[config.mk]
export PLATFORM = sky130hd
export DESIGN_NAME = lcd_bus_monitor
export DESIGN_NICKNAME = d
export VERILOG_FILES = /design/src/rtl/lcd_bus_monitor.sv
export SDC_FILE = /design/constraint.sdc
export NUM_CORES = 1
export LEC_CHECK = 0
export CAP_MARGIN = 10
export CORE_MARGIN = 10
export CORE_UTILIZATION = 50
export DETAILED_ROUTE_END_ITERATION = 7
export GPL_ROUTABILITY_DRIVEN = 0
export MAX_ROUTING_LAYER = met4
export PLACE_DENSITY = 0.76
export SLEW_MARGIN = 10
export SYNTH_ARGS = -nofsm -noshare
export SYNTH_HDL_FRONTEND = slang
export SYNTH_SLANG_ARGS = --single-unit
[constraint.sdc]
create_clock -name clk -period 1.85 [get_ports clk]
set_input_delay 0.37 -clock clk [delete_from_list [all_inputs] [get_ports clk]]
set_output_delay 0.37 -clock clk [all_outputs]
set_load 0.005 [all_outputs]
[src/rtl/lcd_bus_monitor.sv]
// Receive-side monitor for an HD44780-style parallel LCD write bus.
// Qualifies each enable pulse, decodes it as a command or character write,
// tracks the DDRAM address counter and busy timer, and flags protocol errors.
module lcd_bus_monitor #(
  parameter int unsigned MIN_EN_CYCLES   = 12,
  parameter int unsigned CMD_BUSY_CYCLES = 1850,
  parameter int unsigned CLR_BUSY_CYCLES = 76000
) (
  input  logic       clk,
  input  logic       rst,
  input  logic       lcd_rs,
  input  logic       lcd_en,
  input  logic [7:0] lcd_data_bus,
  output logic       cmd_valid,
  output logic       char_valid,
  output logic [7:0] rx_byte,
  output logic [6:0] char_addr,
  output logic [6:0] ddram_addr,
  output logic       display_on,
  output logic       mode_8bit,
  output logic       busy,
  output logic       err_short_pulse,
  output logic       err_busy_write
);

  localparam int unsigned WW       = $clog2(MIN_EN_CYCLES + 1);
  localparam int unsigned BUSY_MAX = (CLR_BUSY_CYCLES > CMD_BUSY_CYCLES) ?
                                     CLR_BUSY_CYCLES : CMD_BUSY_CYCLES;
  localparam int unsigned BW       = $clog2(BUSY_MAX + 1);

  typedef enum logic [1:0] {IDLE, HIGH, COMMIT} state_t;

  state_t          state, state_nxt;
  logic            en_q, rs_q;
  logic [7:0]      data_q;
  logic            arm;
  logic [WW-1:0]   width, width_nxt;
  logic            lat_rs;
  logic [7:0]      lat_data;
  logic [BW-1:0]   busy_cnt;
  logic            id_inc;

  assign busy = (busy_cnt != '0);

  // Single input register stage for the bus signals
  always_ff @(posedge clk) begin
    en_q   <= lcd_en;
    rs_q   <= lcd_rs;
    data_q <= lcd_data_bus;
  end

  // After reset, wait for enable to be seen low so a pulse straddling reset is dropped
  always_ff @(posedge clk) begin
    if (!rst)       arm <= 1'b0;
    else if (!en_q) arm <= 1'b1;
  end

  // State and pulse-width registers
  always_ff @(posedge clk) begin
    if (!rst) begin
      state <= IDLE;
      width <= '0;
    end else begin
      state <= state_nxt;
      width <= width_nxt;
    end
  end

  // Next-state: measure enable width, saturating at the minimum.
  // COMMIT starts a new pulse directly so a one-cycle gap loses no width.
  always_comb begin
    state_nxt = state;
    width_nxt = width;
    case (state)
      IDLE: begin
        if (en_q && arm) begin
          state_nxt = HIGH;
          width_nxt = WW'(1);
        end
      end
      HIGH: begin
        if (en_q) begin
          if (width < WW'(MIN_EN_CYCLES)) width_nxt = width + WW'(1);
        end else begin
          state_nxt = COMMIT;
        end
      end
      COMMIT: begin
        if (en_q && arm) begin
          state_nxt = HIGH;
          width_nxt = WW'(1);
        end else begin
          state_nxt = IDLE;
        end
      end
      default: state_nxt = IDLE;
    endcase
  end

  // Capture RS and data on every high cycle; the last one wins
  always_ff @(posedge clk) begin
    if (!rst) begin
      lat_rs   <= 1'b0;
      lat_data <= '0;
    end else if (en_q) begin
      lat_rs   <= rs_q;
      lat_data <= data_q;
    end
  end

  // Commit: validate the pulse, decode it, update address/mode state and busy timer
  always_ff @(posedge clk) begin
    if (!rst) begin
      cmd_valid       <= 1'b0;
      char_valid      <= 1'b0;
      rx_byte         <= '0;
      char_addr       <= '0;
      ddram_addr      <= '0;
      display_on      <= 1'b0;
      mode_8bit       <= 1'b0;
      err_short_pulse <= 1'b0;
      err_busy_write  <= 1'b0;
      busy_cnt        <= '0;
      id_inc          <= 1'b1;
    end else begin
      cmd_valid  <= 1'b0;
      char_valid <= 1'b0;
      if (busy_cnt != '0) busy_cnt <= busy_cnt - BW'(1);
      if (state == COMMIT) begin
        if (width < WW'(MIN_EN_CYCLES)) begin
          err_short_pulse <= 1'b1;
        end else if (busy) begin
          err_busy_write <= 1'b1;
        end else begin
          rx_byte <= lat_data;
          if (lat_rs) begin
            char_valid <= 1'b1;
            char_addr  <= ddram_addr;
            ddram_addr <= id_inc ? ddram_addr + 7'd1 : ddram_addr - 7'd1;
            busy_cnt   <= BW'(CMD_BUSY_CYCLES);
          end else begin
            cmd_valid <= 1'b1;
            casez (lat_data)
              8'b1???_????: begin
                ddram_addr <= lat_data[6:0];
                busy_cnt   <= BW'(CMD_BUSY_CYCLES);
              end
              8'b01??_????: busy_cnt <= BW'(CMD_BUSY_CYCLES);
              8'b001?_????: begin
                mode_8bit <= lat_data[4];
                busy_cnt  <= BW'(CMD_BUSY_CYCLES);
              end
              8'b0001_????: busy_cnt <= BW'(CMD_BUSY_CYCLES);
              8'b0000_1???: begin
                display_on <= lat_data[2];
                busy_cnt   <= BW'(CMD_BUSY_CYCLES);
              end
              8'b0000_01??: begin
                id_inc   <= lat_data[1];
                busy_cnt <= BW'(CMD_BUSY_CYCLES);
              end
              8'b0000_001?: begin
                ddram_addr <= '0;
                busy_cnt   <= BW'(CLR_BUSY_CYCLES);
              end
              8'b0000_0001: begin
                ddram_addr <= '0;
                id_inc     <= 1'b1;
                busy_cnt   <= BW'(CLR_BUSY_CYCLES);
              end
              default: ; // 0x00: acknowledged, no effect, no busy
            endcase
          end
        end
      end
    end
  end

endmodule

==> results of run 1 <==
-- cell type report --
type	count	area [µm²]
Inverter	10	37.5
Timing Repair Buffer	87	782
Sequential cell	72	1440
Tap cell	77	96.3
Clock inverter	7	109
Fill cell	458	1840
Clock buffer	9	124
Multi-Input combinational cell	272	1910
-- sequential cells by signal, indices dropped and copies added (netlist names), 2 cells and up --
signal      flops
state           2
ddram_addr      7
width           4
rx_byte         8
char_addr       7
data_q          8
lat_data        8
busy_cnt       17
-- routing by layer --
metal	share of wire	global-route usage	wire length, µm
met4	0.020	0.0815	172
met1	0.45	0.217	3950
met2	0.45	0.249	3970
met5	0	-	0
met3	0.077	0.0418	679
-- synth_stat cells, types with 6 or more instances --
master	count	area, µm²
a211oi_1	7	52.6
a21oi_1	35	175
a31oi_1	7	43.8
clkbuf_1	11	41.3
dfxtp_1	72	1440
ha_1	8	100
inv_1	9	33.8
mux2i_1	14	140
nand2_1	44	165
nand2b_1	7	43.8
nand3_1	12	60.1
nand4_1	6	37.5
nor2_1	36	135
nor3_1	8	40.0
nor4_1	6	37.5
o21ai_0	14	70.1
xnor2_1	7	61.3
-- kinds of logic after synthesis --
| group | Yosys count | synth area share |
|---|---|---|
| AND/OR/NAND/NOR | 155 | 0.261 |
| AO/OA/AOI/OAI | 83 | 0.158 |
| flip-flops | 72 | 0.440 |
| buffers and inverters | 24 | 0.0321 |
| multiplexers | 14 | 0.0428 |
| XOR/XNOR | 11 | 0.0294 |
| adder cells (fa/ha/maj) | 9 | 0.0367 |
-- report_power, final --
part	switching, mW	total (mW)	internal, mW
Combinational	1.23	2.37	1.15
Clock	0.642	1.43	0.789
Sequential	0.203	1.94	1.74
Total	2.07	5.75	3.68
-- worst max path at each step --
stage / start / end / cells after the start
4_1_cts: busy_cnt[0] / busy / 6
2_1_floorplan: busy_cnt[0] / busy_cnt[1] / 8
6_report: busy_cnt[0] / busy / 6
5_1_grt: busy_cnt[0] / busy / 6
3_5_place_dp: busy_cnt[0] / busy / 6
3_3_place_gp: busy_cnt[0] / busy / 6
-- layout by cell type (no fill, tap or decap), types with 9 or more instances in the layout --
cell type        instances
a21oi_1                 31
buf_4                   42
clkbuf_8                 9
clkdlybuf4s50_1         39
dfxtp_1                 70
mux2i_1                 14
nand2_1                 42
nor2_1                  35
o21ai_0                 13
-- repair_timing --
item | 4_1_cts | 5_1_grt
resized for setup | 14 | 40
buffers inserted | 2 | 3
pin swaps | 6 | 11
cloned | 1 | 0
endpoints found under the setup margin | 30 | 39
==> flow_summary.ini, run 1 <==
[final_layout]
drive_gt1_frac = 0.258
area_growth_pct = 37.5
fin_util = 0.710
antenna-diode-count = 0
nNetsFinal = 473
design_area_um2 = 4510
fin_cells = 534

[yosys]
synth-edff-count = 0
synth_ff_type = dfxtp_1
syn_area_um2 = 3280
synthesis.nets = 389
seq_area_frac_synth = 0.440
yosys.cell_types.count = 62
yosysWarnings = 0
syn_area_per_cell_um2 = 8.90
ys_ff_latch = 72
async_flop_share = 0
postSynthCellCount = 368

[global_route]
grt_start_max_net_pins = 25
grt_antenna_before_repair = 0
grt_usage = 0.171
gr-total-overflow = 0
grt_pass1_vias = 2924
grt_pass1_wl_mm = 13.8

[placement]
place_hpwl_mm = 6.16
dp_cells = 514
pre_cts_slack_ns = -0.0226
port_buffers = 40
place_area_um2 = 4040

[hold_path]
hold_start = lcd_en
hold_class = in2reg
min_to = en_q
hold-path-cell-count = 1

[floorplanning]
num_rows = 29
fp.dieArea_um2 = 10200
die_h_um = 101
core_um2 = 6350
start_util = 0.516
ioPinCount = 41
die_w_um = 101

[route]
post-route-drc-count = 0
vias = 3065
drtPass1Iterations = 5
finalWirelength_mm = 8.78
wl_per_cell_um = 16.4
vias_per_cell = 5.74
drt_iter0_drc = 228
postRouteAntennaNets = 0

[worst_setup_path]
critical_path_peak_fanout = 2
slowest_stage = dfxtp_2
r2r_cells = 9
crit_buf_inv = 2
slowest_delay_ns = 0.34
cp_cell_sequence = inv_2, ha_4, nor3b_4, and4_4, nand2_4, buf_6
crit_type = reg2out
startpoint_type = flip-flop
reg2reg_slack_ns = 0
reg2reg_from = busy_cnt[0]
r2r-end = display_on
timing.critical_path.to_type = primary output
crit_family = simple AND/OR/NAND/NOR gates
arrival_ns = 1.50
worstPathRequired_ns = 1.48

[pwr]
p_leak_nw = 1.69
peakVddDrop_mv = 1.31
p_total_mw = 5.75
p_per_area_nw_per_um2 = 1280

[timing]
post-route-period-util = 1.01
slew_viol_final = 0
final_critical_path_setup_slack_ns = -0.0165
fmax_mhz = 536
worstMarginPinSlew_ns = 0.479
min_period_ns = 1.87
tns_ns = -0.0165
clock_skew_ns = 0.0112
max_slew_margin = 0.677
rsz0062_at_grt = yes
hold_viol = 0
setup_viol = 1
fin_hold_ws_ns = 0.449

[clock_network]
htreeDepth = 3
cts_buffers = 9
cts_tree = built
insertion_delay_ns = 0.35
holdBufCountCts = 0
numClockSinks = 72
clk_pin_slew_ns = 0.09
clockBufferDepth = 2
cts-root-buf = clkbuf_8

[status]
status = complete, but fails checks
violations = setup timing

[run]
drv_cap = 0
Note: power is estimated with default switching activity, not from simulation.
==> inputs of run 2 (changes only) <==
Settings changed: SLEW_MARGIN 10 to unset.
==> results of run 2 <==
No change in the layout: final DEF, timing and power equal those of run 1.
==> inputs of run 3 (changes only) <==
Settings changed: CAP_MARGIN 10 to unset.
==> results of run 3 <==
No change in the layout: final DEF, timing and power equal those of run 1.
